`config.mk`:
```
export PLATFORM = sky130hd
export DESIGN_NAME = stopwatch_time_counter
export DESIGN_NICKNAME = d
export VERILOG_FILES = /design/src/rtl/stopwatch_time_counter.sv
export SDC_FILE = /design/constraint.sdc
export NUM_CORES = 1
export LEC_CHECK = 0
export BUFFER_PORTS_ARGS = -buffer_cell sky130_fd_sc_hd__buf_2
export CAP_MARGIN = 0
export CELL_PAD_IN_SITES_DETAIL_PLACEMENT = 1
export CELL_PAD_IN_SITES_GLOBAL_PLACEMENT = 1
export CORE_MARGIN = 2
export CORE_UTILIZATION = 35
export DETAILED_ROUTE_END_ITERATION = 8
export PLACE_DENSITY = 0.82
export SLEW_MARGIN = 25
export SYNTH_ARGS = -nofsm -noshare
export SYNTH_HDL_FRONTEND = slang
export SYNTH_SLANG_ARGS = --single-unit
```
`constraint.sdc`:
```
create_clock -name clk -period 3.2 [get_ports clk]
set_input_delay 0 -clock clk [delete_from_list [all_inputs] [get_ports clk]]
set_output_delay 0 -clock clk [all_outputs]
set_load 0.02 [all_outputs]
```
`src/rtl/stopwatch_time_counter.sv`:
```
`default_nettype none
// ============================================================================
// Module   : stopwatch_time_counter
// Brief    : Cascaded seconds/minutes counter, up or down, with preset load
//            and a wrap or saturate policy at the ends of the range.
// Revision : 1.0 - initial release
// ============================================================================
module stopwatch_time_counter #(
    parameter int SEC_MOD = 60,
    parameter int MIN_MOD = 100,
    parameter int SEC_W   = 6,
    parameter int MIN_W   = 7,
    parameter int WRAP    = 1
) (
    input  logic             clk,
    input  logic             reset,
    input  logic             tick,
    input  logic             run,
    input  logic             dir,
    input  logic             load,
    input  logic [MIN_W-1:0] load_min,
    input  logic [SEC_W-1:0] load_sec,
    output logic [MIN_W-1:0] minutes,
    output logic [SEC_W-1:0] seconds,
    output logic             sec_carry,
    output logic             wrap,
    output logic             at_limit
);

    localparam logic [SEC_W-1:0] C_SEC_MAX = SEC_W'(SEC_MOD - 1);
    localparam logic [MIN_W-1:0] C_MIN_MAX = MIN_W'(MIN_MOD - 1);
    localparam logic [SEC_W-1:0] C_SEC_ONE = SEC_W'(1);
    localparam logic [MIN_W-1:0] C_MIN_ONE = MIN_W'(1);
    localparam logic             C_WRAP_EN = (WRAP != 0);

    logic [MIN_W-1:0] r_min;
    logic [SEC_W-1:0] r_sec;
    logic             r_carry;
    logic             r_wrap;

    logic [MIN_W-1:0] w_min_nxt;
    logic [SEC_W-1:0] w_sec_nxt;
    logic             w_carry_nxt;
    logic             w_wrap_nxt;
    logic             w_count;

    // A tick coincident with load is dropped rather than deferred.
    assign w_count = tick && run && !load;

    always_comb begin
        w_min_nxt   = r_min;
        w_sec_nxt   = r_sec;
        w_carry_nxt = 1'b0;
        w_wrap_nxt  = 1'b0;
        if (load) begin
            w_min_nxt = (load_min > C_MIN_MAX) ? C_MIN_MAX : load_min;
            w_sec_nxt = (load_sec > C_SEC_MAX) ? C_SEC_MAX : load_sec;
        end else if (w_count) begin
            if (!dir) begin
                if (r_sec < C_SEC_MAX) begin
                    w_sec_nxt = r_sec + C_SEC_ONE;
                end else if (r_min < C_MIN_MAX) begin
                    w_sec_nxt   = '0;
                    w_min_nxt   = r_min + C_MIN_ONE;
                    w_carry_nxt = 1'b1;
                end else if (C_WRAP_EN) begin
                    w_sec_nxt   = '0;
                    w_min_nxt   = '0;
                    w_carry_nxt = 1'b1;
                    w_wrap_nxt  = 1'b1;
                end
            end else begin
                if (r_sec != '0) begin
                    w_sec_nxt = r_sec - C_SEC_ONE;
                end else if (r_min != '0) begin
                    w_sec_nxt   = C_SEC_MAX;
                    w_min_nxt   = r_min - C_MIN_ONE;
                    w_carry_nxt = 1'b1;
                end else if (C_WRAP_EN) begin
                    w_sec_nxt   = C_SEC_MAX;
                    w_min_nxt   = C_MIN_MAX;
                    w_carry_nxt = 1'b1;
                    w_wrap_nxt  = 1'b1;
                end
            end
        end
    end

    always_ff @(posedge clk) begin
        if (reset) begin
            r_min   <= '0;
            r_sec   <= '0;
            r_carry <= 1'b0;
            r_wrap  <= 1'b0;
        end else begin
            r_min   <= w_min_nxt;
            r_sec   <= w_sec_nxt;
            r_carry <= w_carry_nxt;
            r_wrap  <= w_wrap_nxt;
        end
    end

    assign minutes   = r_min;
    assign seconds   = r_sec;
    assign sec_carry = r_carry;
    assign wrap      = r_wrap;

    // Decoded from registered counts so it tracks a dir change immediately.
    assign at_limit = dir ? ((r_min == '0) && (r_sec == '0))
                          : ((r_min == C_MIN_MAX) && (r_sec == C_SEC_MAX));

endmodule
`default_nettype wire

```
==> reports/qor.yml <==
status: "completed"
grt_pass1_wl_mm: 7.33
worstSetupPathType: "reg2reg"
remaining_drc_errors: 0
cp.arrival_ns: 2.37
ys_types: 53
synth_largest_area_cell: "dfxtp_1"
cts_buffers: 3
row_count: 23
cp.required_ns: 3.33
cts_tree: "done"
routedWlPerCell_um: 16.2
drive_gt1_frac: 0.195
syn2layout_area_growth_pct: 14.3
min_period_ns: 2.24
via_count: 1613
synth.cell_area_um2: 1440
synth-seq-cells: 15
synth_edf_count: 0
synth_cells: 204
hp-start: "load_sec[1]"
ys.flop_type: "dfxtp_1"
yosysTopAreaCellShare: 0.209
clockBufferDepth: 2
yosys_warnings: 0
grt_usage: 0.208
drt_wl_total_mm: 4.47
final_hold_viol_count: 0
dp_hpwl_mm: 3.25
grt_antenna_before_repair: 0
cp_max_fo: 15
grt_overflow: 0
root_buffer: "clkbuf_8"
post_cts_resized: 0
crit_start: "seconds[2]"
insertedDiodeCount: 0
grt_max_degree: 35
first_pass_iters: 4
leakage_nw: 0.654
synth_area_per_cell_um2: 7.06
seq_area_frac_synth: 0.209
ant_nets: 0
core_um2: 3970
drt_iter0_drc: 65
crit_path_start_kind: "flip-flop"
setup_tns_ns: 0
r2r_start: "seconds[2]"
dieArea_um2: 4640
cts_sinks: 15
pre_cts_ws_ns: 0.989
grt_pass1_vias: 1563
powerDensity_nw_per_um2: 374
maxSlewHeadroom: 0.510
worst_slack_ns: 0.964
ys_async_sr_fraction: 0
syn_nets: 229
hp-class: "in2reg"
worst_hold_slack_ns: 0.0164
skew_ns: 0.000824
period_share: 0.699
synthTopCellsByArea: "dfxtp_1 21%, a21oi_1 6.6%, nor2_1 5.7%"
via_per_inst: 5.84
clk_pin_slew_ns: 0.07
max_slew.worst_pin.slew_ns: 0.735
start_util: 0.363
cap_violations: 0
nets: 252
die_y_um: 68.1
io_buffers: 34
fillers: 514
setup_viol: 0
cts_hold_buffers: 0
power.total_uw: 617
max_freq_mhz: 447
htree_num_levels: 1
clkLatencyLatePin_ns: 0.25
peakVddDrop_mv: 0.214
io_pins: 35
drv_slew: 0
rsz0062_at_grt: "false"
die-width_um: 68.1
gp_congestion: 0.889
cts_setup_buffers: 0
end_kind: "flip-flop"
[logic make-up after synthesis]
kind of cell / Yosys count / synth area share
muxes: 1 / 0.00695
xor gates and xnor gates: 5 / 0.0304
adders and majority gates: 6 / 0.0521
DFF: 15 / 0.209
AOI/OAI and AO/OA: 71 / 0.320
buffers and inverters: 27 / 0.0791
and+or+nand+nor: 79 / 0.303
[cells in the final DEF (no fill, tap or decap), drive strengths merged, types with 2 or more instances in the layout]
| cell type | synthesis | final |
|---|---|---|
| and3 | 3 | 3 |
| ha | 6 | 6 |
| a31oi | 6 | 6 |
| nand4 | 2 | 2 |
| nor2 | 22 | 22 |
| o21a | 2 | 2 |
| nand2b | 5 | 5 |
| a2111oi | 2 | 2 |
| a2bb2oi | 2 | 2 |
| a21boi | 2 | 2 |
| nand3 | 5 | 5 |
| a311oi | 3 | 3 |
| clkbuf | 10 | 3 |
| nor4 | 3 | 3 |
| or3 | 3 | 3 |
| nand3b | 3 | 3 |
| nor3 | 11 | 11 |
| a211oi | 3 | 3 |
| nand2 | 9 | 9 |
| nor2b | 2 | 2 |
| a32oi | 2 | 2 |
| or2 | 2 | 2 |
| o31ai | 3 | 3 |
| xor2 | 2 | 2 |
| o21ai | 15 | 15 |
| xnor2 | 3 | 3 |
| o21bai | 3 | 3 |
| a221oi | 2 | 2 |
| a21oi | 19 | 19 |
| inv | 11 | 11 |
| or4 | 3 | 3 |
| buf | 6 | 34 |
| dfxtp | 15 | 15 |
[area by class of cell]
| type | count | area [um^2] | share of cell area |
|---|---|---|---|
| inverters | 11 | 41.3 | 0.0251 |
| clock buffers | 3 | 41.3 | 0.0251 |
| repair buffers | 34 | 170 | 0.103 |
| flip-flops and latches | 15 | 300 | 0.182 |
| well taps | 50 | 62.6 | 0.0380 |
| clock inverters | 1 | 5.00 | 0.00304 |
| multi-input cells | 162 | 1030 | 0.623 |
[critical path, cell delays in order (launching register included)]
cell and delay (ns):
dfxtp_1 0.45, or3_1 0.50, o22ai_1 0.30, a21oi_1 0.29
a2111oi_0 0.47, nor3_1 0.09
[registers in the layout, summed over array words and instances (netlist names)]
signal and cells:
minutes 7, sec_carry 1, seconds 6, wrap 1
[layer usage]
metal	global-route usage	share of wire	vias to the layer above	wire length, um
li1	-	-	805	-
met1	0.286	0.47	770	2120
met2	0.335	0.47	36	2100
met3	0.0378	0.052	2	232
met4	0.0500	0.0054	0	24
met5	0	0	-	0
[worst paths after layout]
path,end,slack (ns),cells past startpoint
min,seconds[1],0.02,3
max reg2reg,minutes[6],0.96,5
max,minutes[6],0.96,5
min reg2reg,minutes[0],0.61,2
[stage by stage]
step                cells  cell area, um^2   util
finish                276             1650  0.415
global route          276             1650  0.415
CTS                   276             1650  0.415
detailed placement    272             1600  0.403
global placement      272             1600  0.403
floorplan             204             1440      -
[where the power goes]
part	internal, mW	switching, mW	total, mW
registers	0.200	0.0351	0.235
logic	0.0870	0.128	0.215
clock network	0.0865	0.0800	0.166
[cell usage after synthesis, drive strengths merged, types with 2 or more instances]
library cell,count
a32oi,2
a2111oi,2
a311oi,3
a31oi,6
a21boi,2
nor2b,2
a21oi,19
a211oi,3
xnor2,3
dfxtp,15
nand3b,3
or2,2
nand4,2
ha,6
o21bai,3
o21ai,15
inv,11
nand3,5
buf,6
o21a,2
xor2,2
clkbuf,10
nor2,22
o31ai,3
nor4,3
nor3,11
or4,3
or3,3
and3,3
a221oi,2
nand2b,5
nand2,9
a2bb2oi,2
Note: power is estimated with default switching activity, not from simulation.
